===== src/rtl/dma_cfg_pkg.sv =====
// dma_cfg_pkg: register map, start-bit constant and FSM encoding for the DMA config master
package dma_cfg_pkg;
  localparam logic [31:0] REG_SRC = 32'h0;
  localparam logic [31:0] REG_DST = 32'h4;
  localparam logic [31:0] REG_SIZE = 32'h8;
  localparam logic [31:0] REG_CTRL = 32'hC;
  localparam logic [31:0] CTRL_START = 32'h0000_0001;
  typedef enum logic [1:0] {IDLE, ISSUE, WAIT_B, DONE} state_t;
  function automatic logic [31:0] reg_off(input logic [1:0] k);
    return k == 2'd0 ? REG_SRC : k == 2'd1 ? REG_DST : k == 2'd2 ? REG_SIZE : REG_CTRL;
  endfunction
  function automatic logic [31:0] reg_data(input logic [1:0] k, input logic [31:0] src, dst, size);
    return k == 2'd0 ? src : k == 2'd1 ? dst : k == 2'd2 ? size : CTRL_START;
  endfunction
endpackage


===== src/rtl/dma_cfg_master.sv =====
// dma_cfg_master: issues the four ordered AXI-lite register writes that program and start the DMA
import dma_cfg_pkg::*;
module dma_cfg_master #(
  parameter logic [31:0] BASE_ADDR = 32'h0000_0000,
  parameter int TIMEOUT_CYCLES = 256
) (
  input  logic        clk,
  input  logic        rst,
  input  logic        cfg_start,
  input  logic [31:0] cfg_src,
  input  logic [31:0] cfg_dst,
  input  logic [31:0] cfg_size,
  output logic        cfg_busy,
  output logic        cfg_done,
  output logic        cfg_err,
  output logic [31:0] m_addr,
  output logic        m_valid,
  input  logic        m_ready,
  output logic [31:0] m_wdata,
  output logic        m_wvalid,
  input  logic        m_wready,
  input  logic        m_bvalid,
  output logic        m_bready
);
  localparam logic [15:0] TO_LAST = 16'(TIMEOUT_CYCLES - 1);
  state_t state, state_n;
  logic [1:0] k, k_n;
  logic [15:0] cnt, cnt_n;
  logic [31:0] src, dst, size, src_n, dst_n, size_n, addr_n, wdata_n;
  logic valid_n, wvalid_n, bready_n, busy_n, done_n, err_n;
  logic timeout, issue_ok;
  assign timeout = cnt == TO_LAST;
  // a channel counts as finished once its valid has dropped or is handshaking now
  assign issue_ok = (!m_valid || m_ready) && (!m_wvalid || m_wready);
  always_ff @(posedge clk or negedge rst) begin
    if (!rst) begin
      state <= IDLE;
      k <= '0;
      cnt <= '0;
      {src, dst, size, m_addr, m_wdata} <= '0;
      {m_valid, m_wvalid, m_bready, cfg_busy, cfg_done, cfg_err} <= '0;
    end else begin
      state <= state_n;
      k <= k_n;
      cnt <= cnt_n;
      {src, dst, size, m_addr, m_wdata} <= {src_n, dst_n, size_n, addr_n, wdata_n};
      {m_valid, m_wvalid, m_bready, cfg_busy, cfg_done, cfg_err} <= {valid_n, wvalid_n, bready_n, busy_n, done_n, err_n};
    end
  end
  always_comb begin
    state_n = state;
    k_n = k;
    cnt_n = (state == ISSUE || state == WAIT_B) ? cnt + 16'd1 : cnt;
    {src_n, dst_n, size_n, addr_n, wdata_n} = {src, dst, size, m_addr, m_wdata};
    {valid_n, wvalid_n, bready_n, busy_n, done_n, err_n} = {m_valid, m_wvalid, m_bready, cfg_busy, cfg_done, cfg_err};
    case (state)
      IDLE: if (cfg_start) begin
        {src_n, dst_n, size_n} = {cfg_src, cfg_dst, cfg_size};
        k_n = 2'd0;
        cnt_n = '0;
        busy_n = 1'b1;
        err_n = cfg_size == 32'd0;
        state_n = cfg_size == 32'd0 ? DONE : ISSUE;
        addr_n = BASE_ADDR + reg_off(2'd0);
        wdata_n = cfg_src;
        valid_n = cfg_size != 32'd0;
        wvalid_n = cfg_size != 32'd0;
      end
      ISSUE: begin
        valid_n = m_valid && !m_ready;
        wvalid_n = m_wvalid && !m_wready;
        if (issue_ok) begin
          bready_n = 1'b1;
          state_n = WAIT_B;
        end else if (timeout) begin
          {valid_n, wvalid_n} = 2'b00;
          {err_n, done_n} = 2'b11;
          state_n = DONE;
        end
      end
      WAIT_B: if (m_bvalid && m_bready) begin
        bready_n = 1'b0;
        done_n = k == 2'd3;
        state_n = k == 2'd3 ? DONE : ISSUE;
        if (k != 2'd3) begin
          k_n = k + 2'd1;
          cnt_n = '0;
          addr_n = BASE_ADDR + reg_off(k + 2'd1);
          wdata_n = reg_data(k + 2'd1, src, dst, size);
          {valid_n, wvalid_n} = 2'b11;
        end
      end else if (timeout) begin
        bready_n = 1'b0;
        {err_n, done_n} = 2'b11;
        state_n = DONE;
      end
      // a zero-size reject enters with done low and spends one extra cycle here
      DONE: begin
        done_n = !cfg_done;
        busy_n = !cfg_done;
        state_n = cfg_done ? IDLE : DONE;
      end
      default: state_n = IDLE;
    endcase
  end
endmodule

===== config.mk =====
export PLATFORM = sky130hd
export DESIGN_NAME = dma_cfg_master
export DESIGN_NICKNAME = d
export VERILOG_FILES = /design/src/rtl/dma_cfg_pkg.sv /design/src/rtl/dma_cfg_master.sv
export SDC_FILE = /design/constraint.sdc
export NUM_CORES = 1
export LEC_CHECK = 0
export ABC_AREA = 1
export BUFFER_PORTS_ARGS = -buffer_cell sky130_fd_sc_hd__buf_2
export CORE_UTILIZATION = 45
export CTS_BUF_LIST = sky130_fd_sc_hd__clkbuf_4 sky130_fd_sc_hd__clkbuf_8 sky130_fd_sc_hd__clkbuf_16
export CTS_CLUSTER_DIAMETER = 200
export DETAILED_ROUTE_END_ITERATION = 10
export PLACE_DENSITY = 0.72
export RECOVER_POWER = 25
export SYNTH_ARGS = -nofsm -noshare
export SYNTH_HDL_FRONTEND = slang
export SYNTH_SLANG_ARGS = --single-unit

===== constraint.sdc =====
create_clock -name clk -period 2.26 [get_ports clk]
set_input_delay 0 -clock clk [delete_from_list [all_inputs] [get_ports clk]]
set_output_delay 0 -clock clk [all_outputs]
set_load 0.05 [all_outputs]

==> flow_summary.toml <==
[status]
outcome = "finished with violations"
violations = "capacitance limit, slew limit"

[grt]
overflow = 0
antenna_found_initial = 0
grt_max_degree = 69
grt_util_all_layers = 0.2568
grt_pass1_wl_um = 35110
grt_pass1_vias = 7002

[setup_path]
r2r_slack_ns = 0.23
worstPathRequired_ns = 2.61
endpoint_kind = "register"
reg2reg_depth = 9
reg2reg_from = "state[0]$_DFFE_PN0N_"
r2r-end = "m_wdata[29]$_DFFE_PN0P_"
startpoint_type = "register"
critical_path_class = "register to register"
crit_fanout = 24
arrival_ns = 2.38

[job]
maxCapViolCount = 1

[hold_path]
hold_class = "primary input to register"
hold_path_end = "m_wvalid$_DFFE_PN0P_"
worstHoldStart = "m_wready"
whs_path_depth = 7

[clocking]
cts_max_path_buffers = 2
cts_resized = 0
clk_pin_slew_ns = 0.06
postCtsSetupRepairBufs = 0
cts_max_level = 4
clk_latency_ns = 0.43
cts_root_buf = "clkbuf_16"
cts_inserted_buffers = 17
cts_sinks = 154
cts_hold_buf = 98
cts_tree = "done"

[timing]
period_share = 0.8978
hold_violations = 0
rsz0062_at_grt = "no"
finalCriticalPeriod_ns = 2.029
relSlewSlack = -0.1684
finClkSkew_ns = 0.004681
finalSetupTns_ns = 0
holdWs_ns = 0.06421
fmax_mhz = 492.9
setup_viol = 0
maxSlewViolCount = 68
worst_slew_pin_slew_ns = 1.753

[power_and_ir_drop]
p_seq_frac = 0.336
netSwitchingFraction = 0.4449
powerDensity_mw_per_mm2 = 1374
power_frac_clock = 0.213
ir_drop_uv = 852.3
combinationalPowerShare = 0.451
net-switching-power_uw = 6128
leakage_uw = 0.004883
p_int_uw = 7644

[place]
port_buffers = 141
gp_congestion = 0.8476
hpwl_um = 13180

[logic_synthesis]
synth_top_area_cell = "dfrtp_1"
synth.area.top_cells = "dfrtp_1, nand2_1, a21oi_1"
synth.avg_cell_area_um2 = 7.973
netlist-cell-type-count = 33
yosysSeqAreaShare = 0.5098
synth_seq_cells = 154
syn_area_mm2 = 0.007558
synth_top_area_frac = 0.5098
postSynthCellCount = 948
yosysWarnings = 0

[route]
drt_iter0_markers = 522
first_pass_iters = 5
drcViolationCount = 0
vias = 7158
wirelength_um = 21050
routed_via_density = 5.066
wl_per_cell_um = 14.90
ant_nets = 0

[final_layout]
nNetsFinal = 1292
drive_gt1_frac = 0.1769
layout_common_cells = "nand2_1, dfrtp_1, buf_2"
final_common_cell = "nand2_1"
syn2layout_area_growth_pct = 32.58
antenna_cells = 0

[floorplan]
die_x_um = 131.6
start_util = 0.4590
row_count = 47
dieArea_mm2 = 0.01732
die_h_um = 131.6
core_mm2 = 0.01647
io_pins = 172
==> cells by family (layout without fill, tap and decap cells) <==
group                      count (synthesis)  after routing  share of synthesized area
buffers and inverters                    169            385                     0.1043
and+or+nand+nor                          388            388                     0.2013
AOI/OAI and AO/OA                        222            222                     0.1629
other                                      1             30                  0.0004961
xor gates and xnor gates                   4              4                   0.004635
DFF                                      154            154                     0.5098
adders and majority gates                 10             10                    0.01655
==> layout make-up <==
cell class                      count  area [um^2]
Clock buffer                       19        446.7
Clock inverter                     13        151.4
Sequential cell                   154         3854
Multi-Input combinational cell    654         3030
Inverter                           91        344.1
Timing Repair Buffer              262         1919
Fill cell                        1391         6445
Tap cell                          220        275.3
==> power by group through the flow <==
stage	Clock [uW]	Combinational (uW)	Sequential, uW
CTS	2950	6210	4630
global route	3070	6900	4760
floorplan	0	3290	5710
finish	2930	6220	4630
detailed placement	0	6050	4660
global placement	0	5880	4640
==> how the worst max path moves through the flow <==
stage	start	to	slack, ns	cells after the start
floorplan	m_addr[2]$_DFFE_PN0P_	m_wdata[30]$_DFFE_PN0P_	0.32	9
global placement	state[0]$_DFFE_PN0N_	cfg_busy$_DFFE_PN0P_	0.37	7
detailed placement	state[0]$_DFFE_PN0N_	m_wdata[18]$_DFFE_PN0P_	0.28	9
CTS	state[0]$_DFFE_PN0N_	m_wdata[16]$_DFFE_PN0P_	0.22	9
global route	rst	dst[27]$_DFFE_PN0P_	0.05	3
finish	state[0]$_DFFE_PN0N_	m_wdata[29]$_DFFE_PN0P_	0.23	9
==> through the flow <==
stage	instances	cell area, um^2	total power (uW)	worst slack [ns]	util
final	1413	10020	13770	0.2311	0.6086
after global routing	1413	10020	14730	0.04616	0.6086
after CTS	1413	10030	13780	0.2231	0.6091
after detailed placement	1283	8451	10700	0.2844	0.5132
after global placement	1283	8451	10520	0.3743	0.5132
after floorplan	977	7667	9004	0.3228	-
==> state kept, by name, indices dropped and copies added (netlist names) <==
| signal | count |
|---|---|
| dst | 32 |
| m_wdata | 32 |
| size | 32 |
| src | 32 |
| cnt | 16 |
| m_addr | 2 |
| state | 2 |
| cfg_busy | 1 |
| cfg_done | 1 |
| cfg_err | 1 |
| m_bready | 1 |
| m_valid | 1 |
| m_wvalid | 1 |
==> metal layers <==
| layer | vias to the layer above | wire (um) | GRT usage |
|---|---|---|---|
| met5 | - | 0 | 0 |
| li1 | 3457 | - | - |
| met1 | 3373 | 9417 | 0.3440 |
| met2 | 272 | 9955 | 0.4130 |
| met3 | 56 | 1092 | 0.04321 |
| met4 | 0 | 584 | 0.1066 |
==> cell usage after synthesis <==
cell / n
a21oi_1: 89
a22oi_1: 2
a31oi_1: 1
buf_1: 2
buf_2: 18
buf_4: 33
buf_6: 1
clkbuf_1: 24
clkinv_1: 1
conb_1: 1
dfrtp_1: 154
ha_1: 10
inv_1: 85
inv_2: 5
nand2_1: 250
nand2_2: 2
nand3_1: 20
nand3b_1: 1
nand4_1: 2
nor2_1: 101
nor2_2: 3
nor2_4: 1
nor3_1: 7
o211ai_1: 16
o21ai_0: 86
o21ai_1: 7
o21ai_2: 1
o21bai_1: 1
o221ai_1: 17
o22ai_1: 1
o31ai_1: 1
or2_2: 1
xor2_1: 4
==> critical path: stages (launching register included) <==
cell	delay, ns
dfrtp_1	0.42
inv_1	0.16
ha_2	0.26
inv_2	0.14
a21oi_1	0.19
nand2_2	0.09
inv_2	0.25
buf_12	0.22
nor2_1	0.06
a21oi_1	0.13
Note: power is estimated with default switching activity, not from simulation.
